## src/rtl/uart_arb_pkg.sv

```systemverilog
// Shared definitions for the UART transmit arbiter: FSM state encoding and
// parameter defaults used by the arbiter and its sub-modules.
package uart_arb_pkg;

    typedef enum logic [1:0] {
        IDLE = 2'd0,
        SEND = 2'd1,
        GAP  = 2'd2
    } state_t;

    localparam int NREQ_DEF        = 4;
    localparam int DATA_W_DEF      = 8;
    localparam int TIMEOUT_CYC_DEF = 0;

endpackage

```

## src/rtl/uart_tx_arbiter_rr_pick.sv

```systemverilog
// Combinational round-robin picker: the first requester at or after
// (last_grant + 1) mod NREQ, wrapping, wins.
module rr_pick #(
    parameter  int NREQ = 4,
    localparam int GW   = $clog2(NREQ)
) (
    input  logic [NREQ-1:0] req,
    input  logic [GW-1:0]   last_grant,
    output logic            valid,
    output logic [GW-1:0]   winner
);

    logic [GW-1:0] idx;

    // NOTE: every output of a combinational block gets a default before any
    // conditional assignment, so no path leaves it holding a value (no latch).
    always_comb begin
        valid  = 1'b0;
        winner = last_grant;
        idx    = '0;
        // Walk from the farthest offset down so the nearest requester is written last.
        for (int k = NREQ; k >= 1; k--) begin
            idx = GW'((int'(last_grant) + k) % NREQ);
            if (req[idx]) begin
                valid  = 1'b1;
                winner = idx;
            end
        end
    end

endmodule

```

## src/rtl/uart_tx_arbiter.sv

```systemverilog
// Round-robin arbiter sharing one UART transmitter among NREQ requesters,
// with optional ack timeout and a guaranteed idle cycle between requests.
module uart_tx_arbiter
    import uart_arb_pkg::*;
#(
    parameter  int NREQ        = NREQ_DEF,
    parameter  int DATA_W      = DATA_W_DEF,
    parameter  int TIMEOUT_CYC = TIMEOUT_CYC_DEF,
    localparam int GW          = $clog2(NREQ)
) (
    input  logic                   inclk,
    input  logic                   rst,
    input  logic [NREQ-1:0]        req_i,
    input  logic [NREQ*DATA_W-1:0] data_i,
    output logic [NREQ-1:0]        ack_o,
    output logic [NREQ-1:0]        err_o,
    output logic                   uart_tx_req,
    output logic [DATA_W-1:0]      uart_tx_data,
    input  logic                   uart_tx_ack,
    output logic                   busy_o,
    output logic [GW-1:0]          grant_o
);

    localparam logic [15:0] TO_LAST = 16'(TIMEOUT_CYC - 1);

    state_t            state_q, state_d;
    logic              tx_req_q, tx_req_d;
    logic [DATA_W-1:0] tx_data_q, tx_data_d;
    logic [NREQ-1:0]   ack_q, ack_d;
    logic [NREQ-1:0]   err_q, err_d;
    logic              busy_q, busy_d;
    logic [GW-1:0]     grant_q, grant_d;
    logic [GW-1:0]     last_grant_q, last_grant_d;
    logic [15:0]       cnt_q, cnt_d;

    logic              pick_valid;
    logic [GW-1:0]     pick_idx;
    logic [DATA_W-1:0] data_arr [NREQ];

    always_comb begin
        for (int n = 0; n < NREQ; n++) begin
            data_arr[n] = data_i[n*DATA_W +: DATA_W];
        end
    end

    rr_pick #(
        .NREQ(NREQ)
    ) u_rr_pick (
        .req       (req_i),
        .last_grant(last_grant_q),
        .valid     (pick_valid),
        .winner    (pick_idx)
    );

    always_comb begin
        state_d      = state_q;
        tx_req_d     = tx_req_q;
        tx_data_d    = tx_data_q;
        grant_d      = grant_q;
        last_grant_d = last_grant_q;
        cnt_d        = cnt_q;
        ack_d        = '0;
        err_d        = '0;

        case (state_q)
            IDLE: begin
                if (pick_valid) begin
                    state_d   = SEND;
                    tx_req_d  = 1'b1;
                    tx_data_d = data_arr[pick_idx];
                    grant_d   = pick_idx;
                    cnt_d     = '0;
                end
            end
            SEND: begin
                cnt_d = cnt_q + 16'd1;
                // Ack is tested first so it wins a tie with the timeout.
                if (uart_tx_ack) begin
                    state_d         = GAP;
                    tx_req_d        = 1'b0;
                    ack_d[grant_q]  = 1'b1;
                    last_grant_d    = grant_q;
                end else if (TIMEOUT_CYC != 0 && cnt_q == TO_LAST) begin
                    state_d         = GAP;
                    tx_req_d        = 1'b0;
                    err_d[grant_q]  = 1'b1;
                    last_grant_d    = grant_q;
                end
            end
            GAP: begin
                state_d = IDLE;
            end
            default: begin
                state_d  = IDLE;
                tx_req_d = 1'b0;
            end
        endcase

        busy_d = (state_d != IDLE);
    end

    // NOTE: sequential state uses non-blocking assignments so every flop
    // samples the pre-edge values and they all update together.
    always_ff @(posedge inclk or posedge rst) begin
        if (rst) begin
            state_q      <= IDLE;
            tx_req_q     <= 1'b0;
            tx_data_q    <= '0;
            ack_q        <= '0;
            err_q        <= '0;
            busy_q       <= 1'b0;
            grant_q      <= '0;
            last_grant_q <= GW'(NREQ - 1);
            cnt_q        <= '0;
        end else begin
            state_q      <= state_d;
            tx_req_q     <= tx_req_d;
            tx_data_q    <= tx_data_d;
            ack_q        <= ack_d;
            err_q        <= err_d;
            busy_q       <= busy_d;
            grant_q      <= grant_d;
            last_grant_q <= last_grant_d;
            cnt_q        <= cnt_d;
        end
    end

    assign uart_tx_req  = tx_req_q;
    assign uart_tx_data = tx_data_q;
    assign ack_o        = ack_q;
    assign err_o        = err_q;
    assign busy_o       = busy_q;
    assign grant_o      = grant_q;

endmodule

```

## config.mk

```make
export PLATFORM = sky130hd
export DESIGN_NAME = uart_tx_arbiter
export DESIGN_NICKNAME = d
export VERILOG_FILES = /design/src/rtl/uart_arb_pkg.sv /design/src/rtl/uart_tx_arbiter_rr_pick.sv /design/src/rtl/uart_tx_arbiter.sv
export SDC_FILE = /design/constraint.sdc
export NUM_CORES = 1
export LEC_CHECK = 0
export CORE_ASPECT_RATIO = 1.4
export CORE_UTILIZATION = 39
export CTS_BUF_LIST = sky130_fd_sc_hd__clkbuf_2 sky130_fd_sc_hd__clkbuf_4 sky130_fd_sc_hd__clkbuf_8
export DETAILED_ROUTE_END_ITERATION = 6
export PLACE_DENSITY_LB_ADDON = 0.08
export SETUP_SLACK_MARGIN = 0.02
export SKIP_CTS_REPAIR_TIMING = 1
export SYNTH_ARGS = -nofsm -noshare
export SYNTH_HDL_FRONTEND = slang
export SYNTH_SLANG_ARGS = --single-unit
```

## constraint.sdc

```tcl
create_clock -name inclk -period 1.95 [get_ports inclk]
set_input_delay 0.39 -clock inclk [delete_from_list [all_inputs] [get_ports inclk]]
set_output_delay 0.39 -clock inclk [all_outputs]
set_load 0.05 [all_outputs]
```

; After elaboration in Yosys (flattened, before gate mapping)
; Index checks and enable logic that the tools add are counted.
[op_classes]
mux = 29
n_eq_ne = 4
n_lt_le_gt_ge = 7
addsub = 4
bitwise = 2
n_reduce_logical = 6
[op_table]
columns = op, n
row1 = binary-select mux 8 bit (select 2 bit), 1
row2 = two-way mux 8 bit, 2
row3 = less-than comparator 2 x 3 -> 1 bit (second input constant), 5
row4 = two-way mux 2 bit, 6
row5 = two-way mux 1 bit, 11
row6 = binary-select mux 1 bit (select 2 bit), 4
row7 = two-way mux 4 bit, 2
row8 = adder 2 x 1 -> 2 bit (second input constant), 2
row9 = adder 2 bit (second input constant), 2
row10 = != test 2 bit (second input constant), 2
row11 = case mux 2 bit (2 select lines), 1
row12 = AND reduction 2 bit, 2
row13 = >= comparator 3 bit (second input constant), 1
row14 = inverter 2 -> 3 bit, 1
row15 = case mux 1 bit (3 select lines), 1
row16 = AND reduction 3 bit, 1
row17 = demux 1 bit (select 2 bit), 1
row18 = == test 2 x 1 -> 1 bit (second input constant), 1
row19 = == test 2 bit (second input constant), 1
row20 = >= comparator 2 x 1 -> 1 bit (second input constant), 1
row21 = logical NOT 2 bit, 1
row22 = nonzero test 2 bit, 1
row23 = logical AND 1 bit, 1
row24 = inverter 1 bit, 1
[word_totals]
ff_bits = 20
inputBits = 39
word_cells = 59
out_inout_bits = 20

; Depth between registers and ports, before layout
[depth]
depth_word = 11
depth_mapped = 7
depth_no_buf = 5

; Cells and area by module
; Synthesis repeated with hierarchy kept, for this count alone.
[unflattened]
hier_cells = 104
hier_area_um2 = 1058.5
[modules_own_cells]
columns = module, seq_area_each_um2, cells_per_inst, area_each_um2, instances
row1 = uart_tx_arbiter, 503.0, 90, 975.9, 1
row2 = rr_pick, 0.0, 14, 82.6, 1

; Worst setup path after synthesis
; No wires, ideal clock.
[synth_timing]
path_kind = flip-flop to flip-flop
startpoint = register last_grant_q[0]
endpoint = register tx_data_q[0] (netlist: uart_tx_data[0])
stages_incl_launch_ff = 8
setup_time_ns = 0.141
path_buffers = 2
synth_period_minus_slack_ns = 1.651
arrival_time_ns = 1.509
t_required_ns = 1.809
path_slack_ns = 0.299
path_cell_list = dfstp_2 nand2b_1 o21ai_1 a211oi_2 buf_6 buf_12 mux2i_1 o221ai_1
[synth_via]
elab_chain_cells = 11
elab_cells_between_ends = 25
cone_classes = 4 x add/sub / 19 x mux / 1 x bitwise / 1 x reduce/logical
[synth_lines]
columns = element, line
row1 = from (decl), uart_tx_arbiter.sv:33  ; logic [GW-1:0] last_grant_q, last_grant_d;
row2 = from (signal assigned), uart_tx_arbiter.sv:113  ; last_grant_q <= GW'(NREQ - 1);
row3 = from (signal assigned), uart_tx_arbiter.sv:123  ; last_grant_q <= last_grant_d;
row4 = adder 2 x 1 -> 2 bit, uart_tx_arbiter_rr_pick.sv:23  ; idx = GW'((int'(last_grant) + k) % NREQ);
row5 = binary-select mux 1 bit (select 2 bit), uart_tx_arbiter_rr_pick.sv:24  ; if (req[idx]) begin
row6 = two-way mux 1 bit (implied by the code), uart_tx_arbiter_rr_pick.sv:24
row7 = two-way mux 2 bit (4 in series), uart_tx_arbiter_rr_pick.sv:24
row8 = inverter 2 -> 3 bit (implied by the code), uart_tx_arbiter.sv:70  ; tx_data_d = data_arr[pick_idx];
row9 = binary-select mux 8 bit (select 2 bit), uart_tx_arbiter.sv:70
row10 = two-way mux 8 bit (implied by the code) (2 in series), uart_tx_arbiter.sv:70
row11 = to (signal assigned), uart_tx_arbiter.sv:118  ; tx_data_q <= tx_data_d;
row12 = to (decl), uart_tx_arbiter.sv:28  ; logic [DATA_W-1:0] tx_data_q, tx_data_d;
; Parallel ways exist; a longest one is shown, timed or not. The select of a mux whose other input is x is not followed.
; A chain may end at the register's enable or synchronous reset.

; Final worst setup path
[layout_timing]
startpoint = register tx_data_q[5] (netlist: uart_tx_data[5])
endpoint = output port uart_tx_data[5]
[layout_rtl]
columns = element, line
row1 = to (decl), uart_tx_arbiter.sv:18  ; output logic [DATA_W-1:0] uart_tx_data,
; No word-level cell between the ends.

==> summary.md <==
| Metric | Value |
|---|---|
| Status | finished, final reports clean |
| Final Critical Period | 1890 ps |
| Clock slew at the register clock pins of the worst setup and hold paths | 120 ps |
| Placed cell area | 0.00166 mm2 |
| First-pass GRT wire length | 4.33 mm |
| Dpl ws | -145 ps |
| Initial Utilization | 42.4% |
| Skew final | 7.62 ps |
| Clock Sinks | 20 |
| CTS buffer count | 3 |
| Fin Setup TNS | 0 ps |
| Drt drc | 0 |
| Power density over the cells | 1570 mW/mm2 |
| Yosys Warn Count | 0 |
| Ports | 59 |
| PnR worst setup slack | 62.2 ps |
| CP endpoint kind | primary output |
| H-tree levels | 1 |
| Crit Path Max Fanout | 2 |
| Root buf cell | clkbuf_4 |
| Total global-route track usage | 20.1% |
| Clock buffer depth | 2 |
| Fmax | 0.530 GHz |
| CP cell instances | clkdlybuf4s50_1 |
| Yosys cell types | 29 |
| Post-Syn Area | 0.00105 mm2 |
| Hold Fails Final Rpt | 0 |
| Pin count of the biggest net entering global routing | 18 |
| Die W | 45.8 um |
| Routability Congestion | 0.735 |
| RSZ-0062 raised after global routing | false |
| Routed Antenna Nets | 0 |
| Register-to-Register Path Depth | 6 |
| Critical path startpoint category | flop |
| Final number of max-transition violations | 0 |
| Vias per cell | 5.07 |
| Worst Hold Class | in2async |
| Post-synthesis cell count | 99 |
| CP delay by family, top | buffers and inverters |
| Die area | 0.00290 mm2 |
| Mean Syn Cell Area | 10.6 um2 |
| Diodes inserted | 0 |
| CP max-delay cell | clkdlybuf4s50_1 |
| Fraction of layout cells with a size suffix above 1 | 10.1% |
| Worst endpoint required time | 1560 ps |
| Max-slew headroom | 66.1% |
| Number of global-route vias before repair | 1064 |
| WL final | 2.48 mm |
| Worst slew pin tran | 507 ps |
| Finished Layout Cells | 192 |
| Worst path buffer plus inverter count | 1 |
| Filler instances | 209 |
| TritonCTS clock tree | done |
| Post-route cell area | 0.00172 mm2 |
| Post-placement cell count | 188 |
| DR WL/cell | 12.9 um |
| HPWL after DPL | 1.98 mm |
| Max_cap viols | 0 |
| Crit. path cell count | 1 |
| # rows | 21 |
| Setup Viol. Count Final | 0 |
| Layout area overhead | 63.9% |
| Final period util | 96.8% |
| Die Ht | 63.3 um |
| Worst IR drop on VDD | 0.933 mV |
| Crit path DAT | 1500 ps |
| DRT iter0 DRCs | 12 |
| Area of the core | 0.00247 mm2 |
| DRT Pass-1 Iters | 4 |
| Initial antenna violation count | 0 |
| Register area share after synthesis | 48.0% |
| IO Port Bufs | 54 |
| Via count | 974 |
| Worst Setup Path Type | reg2out |
| Aggregate global routing overflow | 0 |
| Max incr delay on CP | 810 ps |
| FF+latch count, synth | 20 |
| Leakage | 0.804 nW |
| Fin nets | 198 |
| Post-Route Utilization | 69.5% |
| Clk Latency, worst-skew pair | 300 ps |
==> stage by stage <==
stage / hold slack, ps / total power, mW
floorplan: 352 / 1.82
global placement: 463 / 2.35
detailed placement: 469 / 2.39
CTS: 351 / 2.73
global route: 392 / 2.87
finish: 347 / 2.70
==> path summary, 6_finish.rpt <==
check | endpoint | slack [ps] | from
max in group asynchronous | state_q[0] | 1110 | rst
min | ack_o[0] | 350 | rst
max | uart_tx_data[5] | 60 | uart_tx_data[5]
min reg2reg | last_grant_q[0] | 480 | last_grant_q[0]
max reg2reg | uart_tx_data[1] | 140 | last_grant_q[0]
min in group inclk | last_grant_q[0] | 480 | last_grant_q[0]
==> sequential cells by signal, indices dropped and copies added, names as in the netlist <==
name,count
grant_o,2
last_grant_q,2
uart_tx_data,8
busy_o,1
state_q,2
ack_o,4
uart_tx_req,1
==> synthesized netlist by cell type <==
cell | instances | area [um2]
nand3b_1 | 1 | 7.51
nand2b_1 | 3 | 18.8
and3_1 | 1 | 6.26
or2b_1 | 1 | 7.51
nor4_1 | 1 | 6.26
a211oi_2 | 1 | 12.5
mux2i_1 | 16 | 160
o221ai_1 | 8 | 70.1
buf_6 | 1 | 11.3
nor3_1 | 2 | 10.0
buf_2 | 1 | 5.00
dfstp_2 | 2 | 52.6
a21oi_1 | 1 | 5.00
a21oi_2 | 1 | 8.76
o21ai_0 | 3 | 15.0
o211ai_1 | 1 | 7.51
buf_12 | 1 | 20.0
o21ai_1 | 1 | 5.00
conb_1 | 1 | 3.75
o21a_1 | 2 | 15.0
nor2_1 | 1 | 3.75
buf_4 | 4 | 30.0
clkbuf_1 | 1 | 3.75
or3_1 | 1 | 6.26
nand2_1 | 18 | 67.6
o31ai_1 | 1 | 7.51
inv_1 | 4 | 15.0
dfrtp_1 | 18 | 450
nor3b_1 | 2 | 15.0
==> metal layers <==
layer  vias to the layer above  GRT usage, %  wire [um]  share of wire (%)
li1                        462             -          -                  -
met2                        37          36.4       1330                 54
met3                         2          4.01        135                5.5
met4                         0          8.09         22               0.89
met1                       473          21.3        986                 40
met5                         -             0          0                  0
==> layout make-up <==
| cell class | instances | area (um2) | area share, % |
|---|---|---|---|
| Clock buffer | 3 | 22.5 | 1.31 |
| Multi-Input combinational cell | 70 | 478 | 27.8 |
| Tap cell | 34 | 42.5 | 2.48 |
| Sequential cell | 20 | 503 | 29.3 |
| Clock inverter | 1 | 30.0 | 1.75 |
| Timing Repair Buffer | 60 | 626 | 36.4 |
| Inverter | 4 | 15.0 | 0.875 |
==> power breakdown <==
group	switching (mW)	total, mW	internal, mW
Sequential	0.136	0.738	0.602
Clock	0.130	0.337	0.208
Combinational	0.939	1.62	0.683
==> layout by cell type, fill, tap and decap left out <==
| cell | count |
|---|---|
| a211oi_4 | 1 |
| a21oi_1 | 1 |
| a21oi_2 | 1 |
| and3_1 | 1 |
| buf_12 | 3 |
| buf_4 | 5 |
| bufinv_16 | 1 |
| clkbuf_4 | 3 |
| clkdlybuf4s50_1 | 49 |
| conb_1 | 4 |
| dfrtp_1 | 18 |
| dfstp_2 | 2 |
| dlymetal6s2s_1 | 3 |
| inv_1 | 4 |
| mux2i_1 | 16 |
| nand2_1 | 18 |
| nand2b_1 | 3 |
| nand3b_1 | 1 |
| nor2_1 | 1 |
| nor3_1 | 2 |
| nor3b_1 | 2 |
| nor4_1 | 1 |
| o211ai_1 | 1 |
| o21a_1 | 2 |
| o21ai_0 | 3 |
| o21ai_1 | 1 |
| o221ai_1 | 8 |
| o31ai_1 | 1 |
| or2b_1 | 1 |
| or3_1 | 1 |
==> cell families (layout without fill, tap and decap cells) <==
kind of cell / Yosys count / after routing / synth area share, %
other: 1 / 4 / 0.358
AND/OR/NAND/NOR: 31 / 31 / 14.2
buffers and inverters: 12 / 68 / 8.12
flip-flops: 20 / 20 / 48.0
AO/OA/AOI/OAI: 19 / 19 / 14.0
multiplexers: 16 / 16 / 15.3
Power figures use the tool's default switching activity.
